<file path="src/rtl/mxv_pkg.sv">
// -----------------------------------------------------------------------------
// mxv_pkg
// Shared constants and types for the matrix-vector dot-product engine.
//   DW               element / result width (two's-complement signed)
//   N                row length and number of rows per job (N >= 2)
//   AW               accumulator width: 2*DW product bits plus $clog2(N)
//                    growth bits, so the sum of N products never overflows
//   mxv_dot_state_t  engine FSM states (IDLE, ACCUM, OUTPUT)
// -----------------------------------------------------------------------------
package mxv_pkg;

  localparam int DW = 8;
  localparam int N  = 4;
  localparam int AW = 2 * DW + $clog2(N);

  typedef enum logic [1:0] {
    IDLE   = 2'd0,
    ACCUM  = 2'd1,
    OUTPUT = 2'd2
  } mxv_dot_state_t;

endpackage

</file>
<file path="src/rtl/mxv_mac.sv">
// -----------------------------------------------------------------------------
// mxv_mac
// Signed multiply-accumulate with DW-bit result reduction.
//
// Configuration macro: MXV_SATURATE_EN
//   defined     -> o_result is the accumulator clamped to the DW-bit signed range
//   not defined -> o_result is the low DW bits of the accumulator (wrap-around)
//
// Ports
//   clk       in   clock, rising edge
//   rst       in   asynchronous reset, active-low (accumulator -> 0)
//   i_clr     in   synchronous clear of the accumulator (wins over i_en)
//   i_en      in   add i_a * i_b into the accumulator this cycle
//   i_a       in   DW-bit signed multiplicand (matrix element)
//   i_b       in   DW-bit signed multiplier (vector element)
//   o_result  out  accumulator reduced to DW bits
// -----------------------------------------------------------------------------
module mxv_mac #(
  parameter int DW = 8,
  parameter int AW = 18
) (
  input  logic          clk,
  input  logic          rst,
  input  logic          i_clr,
  input  logic          i_en,
  input  logic [DW-1:0] i_a,
  input  logic [DW-1:0] i_b,
  output logic [DW-1:0] o_result
);

  logic signed [2*DW-1:0] w_prod;
  logic        [AW-1:0]   w_prod_ext;
  logic        [AW-1:0]   r_acc;

  // Full-precision signed product; AW is always wider than 2*DW because
  // N >= 2 contributes at least one growth bit.
  assign w_prod     = $signed(i_a) * $signed(i_b);
  assign w_prod_ext = {{(AW - 2 * DW){w_prod[2*DW-1]}}, w_prod};

  always_ff @(posedge clk or negedge rst) begin
    if (!rst) begin
      r_acc <= '0;
    end else if (i_clr) begin
      r_acc <= '0;
    end else if (i_en) begin
      r_acc <= r_acc + w_prod_ext;
    end
  end

`ifdef MXV_SATURATE_EN
  logic signed [AW-1:0] w_acc_s;
  logic signed [AW-1:0] w_max;
  logic signed [AW-1:0] w_min;

  assign w_acc_s = r_acc;
  assign w_max   = {{(AW - DW + 1){1'b0}}, {(DW - 1){1'b1}}};
  assign w_min   = {{(AW - DW + 1){1'b1}}, {(DW - 1){1'b0}}};

  always_comb begin
    o_result = r_acc[DW-1:0];
    if (w_acc_s > w_max) begin
      o_result = {1'b0, {(DW - 1){1'b1}}};
    end else if (w_acc_s < w_min) begin
      o_result = {1'b1, {(DW - 1){1'b0}}};
    end
  end
`else
  assign o_result = r_acc[DW-1:0];
`endif

endmodule

</file>
<file path="src/rtl/mxv_dot_accum.sv">
// -----------------------------------------------------------------------------
// mxv_dot_accum
// Row-wise dot-product engine. After start, accepts N (mat, vec) pairs per
// row, multiply-accumulates them, presents one DW-bit result per row, and
// repeats for N rows. done pulses one cycle after the last row is taken.
//
// Configuration macro: MXV_SATURATE_EN (saturating result reduction, see
// mxv_mac); the default build wraps the result to the low DW bits.
//
// Handshake: a pair transfers on a rising edge where in_valid && in_ready;
// a result transfers on a rising edge where out_valid && out_ready. While
// out_valid is high, result and row_idx hold until that transfer.
//
// Ports
//   clk          in   clock, rising edge
//   rst          in   asynchronous reset, active-low
//   clr          in   synchronous abort to IDLE; beats start and handshakes
//   start        in   begin a job of N rows (sampled only in IDLE)
//   in_valid     in   mat_data/vec_data pair valid
//   in_ready     out  engine accepts a pair this cycle (ACCUM only)
//   mat_data     in   DW-bit signed matrix element
//   vec_data     in   DW-bit signed vector element
//   out_valid    out  result valid (OUTPUT only)
//   out_ready    in   downstream accepts result
//   result       out  row dot product reduced to DW bits
//   row_idx      out  row being accumulated or presented
//   busy         out  high whenever the engine is not IDLE
//   done         out  one-cycle pulse after the last row's result transfers
//   o_dbg_state  out  current FSM state (mxv_dot_state_t encoding)
//
// AW must not be overridden below 2*DW + $clog2(N).
// -----------------------------------------------------------------------------
module mxv_dot_accum #(
  parameter int DW = mxv_pkg::DW,
  parameter int N  = mxv_pkg::N,
  parameter int AW = 2 * DW + $clog2(N)
) (
  input  logic                 clk,
  input  logic                 rst,
  input  logic                 clr,
  input  logic                 start,
  input  logic                 in_valid,
  output logic                 in_ready,
  input  logic [DW-1:0]        mat_data,
  input  logic [DW-1:0]        vec_data,
  output logic                 out_valid,
  input  logic                 out_ready,
  output logic [DW-1:0]        result,
  output logic [$clog2(N)-1:0] row_idx,
  output logic                 busy,
  output logic                 done,
  output logic [1:0]           o_dbg_state
);

  import mxv_pkg::*;

  localparam int             RW   = $clog2(N);
  localparam logic [RW-1:0]  LAST = RW'(N - 1);

  mxv_dot_state_t r_state;
  logic [RW-1:0]  r_col;
  logic [RW-1:0]  r_row;
  logic           r_in_ready;
  logic           r_out_valid;
  logic           r_busy;
  logic           r_done;

  logic           w_accept;
  logic           w_mac_clr;

  // r_in_ready is high exactly in ACCUM, so it doubles as the state qualifier.
  assign w_accept = in_valid && r_in_ready;

  // The accumulator starts from zero for every row: on a fresh job, after
  // each result transfer, and on abort.
  assign w_mac_clr = clr
                   || ((r_state == IDLE) && start)
                   || ((r_state == OUTPUT) && out_ready);

  mxv_mac #(
    .DW (DW),
    .AW (AW)
  ) u_mac (
    .clk      (clk),
    .rst      (rst),
    .i_clr    (w_mac_clr),
    .i_en     (w_accept),
    .i_a      (mat_data),
    .i_b      (vec_data),
    .o_result (result)
  );

  always_ff @(posedge clk or negedge rst) begin
    if (!rst) begin
      r_state     <= IDLE;
      r_col       <= '0;
      r_row       <= '0;
      r_in_ready  <= 1'b0;
      r_out_valid <= 1'b0;
      r_busy      <= 1'b0;
      r_done      <= 1'b0;
    end else begin
      r_done <= 1'b0;
      if (clr) begin
        r_state     <= IDLE;
        r_col       <= '0;
        r_row       <= '0;
        r_in_ready  <= 1'b0;
        r_out_valid <= 1'b0;
        r_busy      <= 1'b0;
      end else begin
        case (r_state)
          IDLE: begin
            if (start) begin
              r_state    <= ACCUM;
              r_col      <= '0;
              r_row      <= '0;
              r_in_ready <= 1'b1;
              r_busy     <= 1'b1;
            end
          end
          ACCUM: begin
            if (w_accept) begin
              if (r_col == LAST) begin
                // The last product lands in the accumulator on this same edge.
                r_col       <= '0;
                r_in_ready  <= 1'b0;
                r_out_valid <= 1'b1;
                r_state     <= OUTPUT;
              end else begin
                r_col <= r_col + 1'b1;
              end
            end
          end
          OUTPUT: begin
            if (out_ready) begin
              r_out_valid <= 1'b0;
              if (r_row == LAST) begin
                r_state <= IDLE;
                r_row   <= '0;
                r_busy  <= 1'b0;
                r_done  <= 1'b1;
              end else begin
                r_row      <= r_row + 1'b1;
                r_in_ready <= 1'b1;
                r_state    <= ACCUM;
              end
            end
          end
          default: begin
            r_state     <= IDLE;
            r_col       <= '0;
            r_row       <= '0;
            r_in_ready  <= 1'b0;
            r_out_valid <= 1'b0;
            r_busy      <= 1'b0;
          end
        endcase
      end
    end
  end

  assign in_ready    = r_in_ready;
  assign out_valid   = r_out_valid;
  assign row_idx     = r_row;
  assign busy        = r_busy;
  assign done        = r_done;
  assign o_dbg_state = r_state;

endmodule

</file>
<file path="config.mk">
export PLATFORM = sky130hd
export DESIGN_NAME = mxv_dot_accum
export DESIGN_NICKNAME = d
export VERILOG_FILES = /design/src/rtl/mxv_pkg.sv /design/src/rtl/mxv_mac.sv /design/src/rtl/mxv_dot_accum.sv
export SDC_FILE = /design/constraint.sdc
export NUM_CORES = 1
export LEC_CHECK = 0
export ABC_AREA = 1
export CORE_MARGIN = 3
export CORE_UTILIZATION = 39
export CTS_CLUSTER_DIAMETER = 120
export DETAILED_ROUTE_END_ITERATION = 10
export GPL_TIMING_DRIVEN = 0
export SLEW_MARGIN = 30
export SYNTH_ARGS = -nofsm -noshare
export SYNTH_HDL_FRONTEND = slang
export SYNTH_SLANG_ARGS = --single-unit
</file>
<file path="constraint.sdc">
create_clock -name clk -period 2.6 [get_ports clk]
set_clock_uncertainty 0.15 [all_clocks]
set_input_delay 0.39 -clock clk [delete_from_list [all_inputs] [get_ports clk]]
set_output_delay 0.39 -clock clk [all_outputs]
set_load 0.05 [all_outputs]
</file>
* Yosys cells after proc, flatten, opt, wreduce, memory -nomap -nowiden *
Index checks and enable logic that the tools add are counted.

word-level totals
  word-level logic and storage cells = 76
  output and inout bits = 16
  input port bits = 22
  flip-flop bits (word level) = 28

cells by class
  equality and inequality tests = 13
  add/subtract/negate cells = 3
  muxes and demuxes = 38
  reductions and logical operators = 13
  multipliers = 1

operators by type and width
  cell                                                                   number
  18-bit 2-to-1 mux                                                      2
  2-bit 2-to-1 mux                                                       12
  18-bit adder                                                           1
  1-bit 2-to-1 mux                                                       18
  2-bit one-hot mux with 3 select lines                                  3
  8-bit by 8-bit multiplier with 16-bit output                           1
  3-bit != test, second input constant                                   4
  4-bit AND reduction                                                    3
  1-bit one-hot mux with 3 select lines                                  3
  2-bit equality test, second input constant                             3
  2-bit != test, second input constant                                   3
  3-bit by 2-bit != test with 1-bit output, second input constant        2
  3-bit AND reduction                                                    2
  5-bit AND reduction                                                    1
  2-bit by 1-bit adder with 2-bit output, second input constant          2
  1-bit logical AND                                                      3
  2-bit by 1-bit equality test with 1-bit output, second input constant  1
  2-bit zero test                                                        1
  1-bit logical OR                                                       2
  2-bit nonzero test                                                     1

* Longest topological paths before layout *
  depth after elaboration = 5
  depth in mapped cells = 25
  depth with buffers taken out = 24

* By module *
Synthesis repeated with hierarchy kept, for this count alone.

unflattened totals
  cell total of the unflattened synthesis = 347
  area total of the unflattened synthesis = 2297.2 um^2

modules (own cells, without submodules)
  module         cells an instance  area an instance (um^2)  sequential area each (um^2)  instances
  mxv_mac        263                1711.6                   200.2                        1
  mxv_dot_accum  84                 585.6                    250.2                        1

* Least setup slack after synthesis *
Ideal clock, no wire load.

  kind = input port to flip-flop
  from = input port vec_data[1]
  to = register u_mac.r_acc[7]
  required time = 2332 ps
  data arrival time = 3930 ps
  setup slack = -1598 ps
  stages = 19
  path buffers = 1
  setup time = 118 ps
  path through = buf_2 > nand2_1 > inv_1 > ha_1 > inv_1 > fa_1 > inv_1 > ha_1 > fa_1 > ha_1 > fa_1 > xor2_1 > ha_1 > a21oi_1 > o21ai_0 > a31oi_1 > nand3_1 > nand3_1 > nand2_1

between the ends
  longest elaborated chain between the ends = 4

ends and longest elaborated chain
  element                                       RTL line             text
  from (decl)                                   mxv_dot_accum.sv:45  input logic [DW-1:0] vec_data,
  8-bit by 8-bit multiplier with 16-bit output  mxv_mac.sv:37        assign w_prod = $signed(i_a) * $signed(i_b);
  18-bit adder                                  mxv_mac.sv:46        r_acc <= r_acc + w_prod_ext;
  18-bit 2-to-1 mux                             mxv_mac.sv:45        end else if (i_en) begin
  18-bit 2-to-1 mux                             mxv_mac.sv:43        end else if (i_clr) begin
  to (signal assigned)                          mxv_mac.sv:46
  to (decl)                                     mxv_mac.sv:33        logic [AW-1:0] r_acc;

Every way passes these cells. The select of a mux whose other input is x is not followed.
A chain may end at the register's enable or synchronous reset.

* Worst setup path after layout *
  from = input port mat_data[1]
  to = register u_mac.r_acc[7]

between the ends
  longest elaborated chain between the ends = 4

ends and longest elaborated chain
  element                                       RTL line             text
  from (decl)                                   mxv_dot_accum.sv:44  input logic [DW-1:0] mat_data,
  8-bit by 8-bit multiplier with 16-bit output  mxv_mac.sv:37
  18-bit adder                                  mxv_mac.sv:46
  18-bit 2-to-1 mux                             mxv_mac.sv:45
  18-bit 2-to-1 mux                             mxv_mac.sv:43

Every way passes these cells. The select of a mux whose other input is x is not followed.

==> results_tabular.tex <==
\begin{tabular}{lr}
\hline
Metric & Value \\
\hline
\multicolumn{2}{l}{\textbf{Setup path}} \\
Cell-by-cell listing of the critical path & buf\_12, nand2\_2, fa\_2, fa\_1, fa\_1, fa\_1, inv\_2, ha\_4, xor2\_1, ha\_1, a21oi\_2, o21ai\_1, a31oi\_2, nand3\_1, nand3\_1, nand2\_1 \\
Most used cell along the critical path & sky130\_fd\_sc\_hd\_\_fa\_1 \\
RR Startpoint & u\_mac.r\_acc[0] \\
Worst Path Arrival & 3.81 ns \\
Required arrival time at the worst endpoint & 2.60 ns \\
Critical path type & input pin to flop \\
Critical path startpoint category & input pin \\
CP Capture Type & flop \\
WP buf/inv & 2 \\
Library cell contributing the largest single delay on the critical path & sky130\_fd\_sc\_hd\_\_fa\_1 \\
CP peak stage delay & approximately 0.57 ns \\
Crit path from & mat\_data[1] \\
Largest fanout of any net on the critical path & 7 \\
Worst path top cell family by delay & adder cells \\
\multicolumn{2}{l}{\textbf{Min path}} \\
Hold Path Class & flop to flop \\
Worst hold path startpoint & r\_col[1] \\
\multicolumn{2}{l}{\textbf{Floorplan}} \\
Chip width & a little over 80 um \\
Site Rows & 26 \\
Ports placed on the boundary & 38 \\
Die Outline Area & 6620 um\^{}2 \\
Vertical die dimension & 81.4 um \\
Effective utilization at floorplan & 41.8\% \\
Core outline area & 5300 um\^{}2 \\
\multicolumn{2}{l}{\textbf{Clock tree}} \\
Clk sink count & 18 \\
Number of buffers added to fix hold violations after cts & 0 \\
Bufs on Longest Clock Path & 2 \\
Register clock-pin slew on the reported worst setup and hold paths & 0.07 ns \\
Clock latency on the worst-skew pair & 0.25 ns \\
Number of buffers created by CTS & 3 \\
Clock tree from TritonCTS & built \\
H-tree depth reported by CTS & 1 \\
Buffer cell driving the clock tree root & sky130\_fd\_sc\_hd\_\_clkbuf\_8 \\
\multicolumn{2}{l}{\textbf{Run status}} \\
Result of the run & finished with violations \\
Violations in the final reports & setup timing \\
\multicolumn{2}{l}{\textbf{Timing}} \\
Setup repair after global routing missed its margin & yes \\
Clock period minus final worst setup slack & 3.81 ns \\
Total negative slack for setup checks & -3.46 ns \\
Endpoints failing hold & 0 \\
Final setup violation count & 4 \\
Transition time of the tightest slew-check pin & 0.835 ns \\
Highest clock frequency the design can meet & 262 MHz \\
Final critical-path share of the clock period & 147\% \\
Final count of pins violating max slew & 0 \\
Max-slew headroom at the worst pin & roughly 44\% \\
Worst-case setup margin in the final layout & -1.21 ns \\
\multicolumn{2}{l}{\textbf{Placed design}} \\
GPL Wtd Cong & 0.818 \\
Number of buffer cells added on primary ports & 34 \\
Placement-stage worst setup slack & -2.24 ns \\
Detail Placement HPWL & 3940 um \\
\multicolumn{2}{l}{\textbf{Route}} \\
Routed via count divided by cell count & between 4 and 5 \\
Wirelength, routed & 4690 um \\
Routed len/inst & 10.6 um \\
DRC Markers & 0 \\
ANT nets after route & 0 \\
Initial DRT Pass Iterations & 4 \\
Total via count after detailed routing & a little under 2000 \\
Detailed Route Iter0 Violations & 63 \\
\multicolumn{2}{l}{\textbf{Run}} \\
Number of violations of the max-capacitance limit & 0 \\
\multicolumn{2}{l}{\textbf{GRT}} \\
Overflow left after global routing & 0 \\
Initial antenna violation count & 0 \\
First-pass GRT wire length & 8220 um \\
Largest net degree at the start of global routing & 19 \\
Via count of the first global-routing pass & 1854 \\
GRT Util Overall & 15.5\% \\
\multicolumn{2}{l}{\textbf{Logic synthesis}} \\
Ranking of synthesized cells by area & sky130\_fd\_sc\_hd\_\_dfrtp\_1, sky130\_fd\_sc\_hd\_\_nand2\_1, sky130\_fd\_sc\_hd\_\_ha\_1 \\
Top FF cell, synth & sky130\_fd\_sc\_hd\_\_dfrtp\_1 \\
Library cell with the largest summed area after synthesis & sky130\_fd\_sc\_hd\_\_dfrtp\_1 \\
Yosys reg bits & 18 \\
Number of synthesized flops with an enable pin & 0 \\
Post-synth design cell area & 2220 um\^{}2 \\
Area share of the largest cell type after synthesis & 20.3\% \\
Synthesized area per cell & 6.74 um\^{}2 \\
Proportion of synthesized chip area in sequential cells & 20.3\% \\
Count of cell types in the netlist & 26 \\
Proportion of register bits with asynchronous set or reset after synthesis & 100\% \\
Yosys synthesis warning count & 0 \\
Synth Net Count & 392 \\
Post-Synthesis Cells & roughly 330 \\
\multicolumn{2}{l}{\textbf{Final layout}} \\
Leading cell types in the layout, fill and taps excluded & sky130\_fd\_sc\_hd\_\_nand2\_1, sky130\_fd\_sc\_hd\_\_inv\_1, sky130\_fd\_sc\_hd\_\_clkdlybuf4s50\_1 \\
Net count, final & 436 \\
Synth-to-layout area growth & 33.7\% \\
Fraction of final layout cells with drive strength greater than 1 & 20.2\% \\
Antenna diodes & 0 \\
Number of fill cells & 517 \\
Core Util, Final & between 50\% and 60\% \\
Commonest non-fill, non-tap cell in the layout & sky130\_fd\_sc\_hd\_\_nand2\_1 \\
\multicolumn{2}{l}{\textbf{Power}} \\
Pwr per Cell Area & 650 nW/um\^{}2 \\
Max rail drop VDD & approximately 0.44 mV \\
Standby leakage power & 1.68 nW \\
\hline
\end{tabular}
-- worst reg2reg max path: cells and delay by family, from the launching register on --
kind | cells | cell delay, ns
DFF | 1 | 0.38
and+or+nand+nor | 5 | 0.48
AOI/OAI and AO/OA | 3 | 0.29
buffers and inverters | 1 | 0.05
adders and majority gates | 2 | 0.58
-- metal layers --
metal / global-route usage, % / up-vias / wire length (um)
met2: 24.3 / 23 / 2080
met5: 0 / - / 0
met1: 23.6 / 889 / 2460
li1: - / 1074 / -
met3: 2.33 / 0 / 144
met4: 0.507 / 0 / 0
-- cells by family (layout without fill, tap and decap cells) --
group	after synthesis	in the layout	share of synthesized area, %
AND/OR/NAND/NOR	144	144	27.2
buffers and inverters	94	137	16.3
flip-flops	18	18	20.3
adder cells (fa/ha/maj)	41	41	27.6
XOR/XNOR	3	3	1.19
AO/OA/AOI/OAI	29	29	7.45
-- sequential cells by signal, summed over array words and instances, names as in the netlist --
signal       cells
row_idx          2
u_mac.r_acc      8
r_col            2
in_ready         1
done             1
busy             1
out_valid        1
o_dbg_state      2
-- stage by stage --
stage                     total power [mW]  instances  instance area, um^2  hold slack, ns
after floorplan                       1.27        329                 2310         -0.0556
after global placement                1.56        433                 2740           0.330
after detailed placement              1.58        433                 2740           0.332
after CTS                             1.88        442                 2880           0.349
after global routing                  2.12        442                 2960           0.385
final                                 1.93        442                 2960           0.342
-- final timing paths --
kind	to	slack, ns	depth (start not counted)
hold / removal	r_col[1]	0.34	2
setup / recovery	u_mac.r_acc[7]	-1.21	16
min in group asynchronous	r_col[1]	0.46	1
max in group asynchronous	busy	1.32	1
setup reg to reg	u_mac.r_acc[6]	0.58	11
hold reg to reg	r_col[1]	0.34	2
-- repair_timing --
action | CTS | global route
gates resized for setup | 71 | 23
pin swaps | 24 | 14
setup buffers | 5 | 0
setup endpoints to repair | 6 | 4
-- final cells by class --
type | count | area (um^2) | share of cell area (%)
Buffer | 3 | 51.3 | 1.73
Clock buffer | 4 | 55.1 | 1.86
Inverter | 91 | 344 | 11.6
Multi-Input combinational cell | 217 | 1570 | 53.0
Sequential cell | 18 | 450 | 15.2
Tap cell | 70 | 87.6 | 2.96
Timing Repair Buffer | 39 | 405 | 13.7
-- power breakdown --
group          switching (mW)  leakage [nW]  internal, mW  total, mW
Clock                  0.0954        0.0288         0.135      0.230
Sequential             0.0590         0.243         0.346      0.405
Combinational           0.773          1.41         0.517       1.29
Total                   0.928          1.68         0.998       1.93
-- cells in the mapped netlist (2+ instances only) --
cell / n
sky130_fd_sc_hd__dfrtp_1: 18
sky130_fd_sc_hd__nor2_1: 13
sky130_fd_sc_hd__buf_4: 2
sky130_fd_sc_hd__o21ai_0: 14
sky130_fd_sc_hd__ha_1: 28
sky130_fd_sc_hd__inv_1: 86
sky130_fd_sc_hd__a21o_1: 2
sky130_fd_sc_hd__nand2_1: 98
sky130_fd_sc_hd__a21oi_1: 8
sky130_fd_sc_hd__xor2_1: 2
sky130_fd_sc_hd__a22o_1: 2
sky130_fd_sc_hd__nand2_2: 9
sky130_fd_sc_hd__clkinv_1: 2
sky130_fd_sc_hd__fa_1: 13
sky130_fd_sc_hd__inv_2: 3
sky130_fd_sc_hd__nand3_1: 19
(Power assumes the default switching activity.)
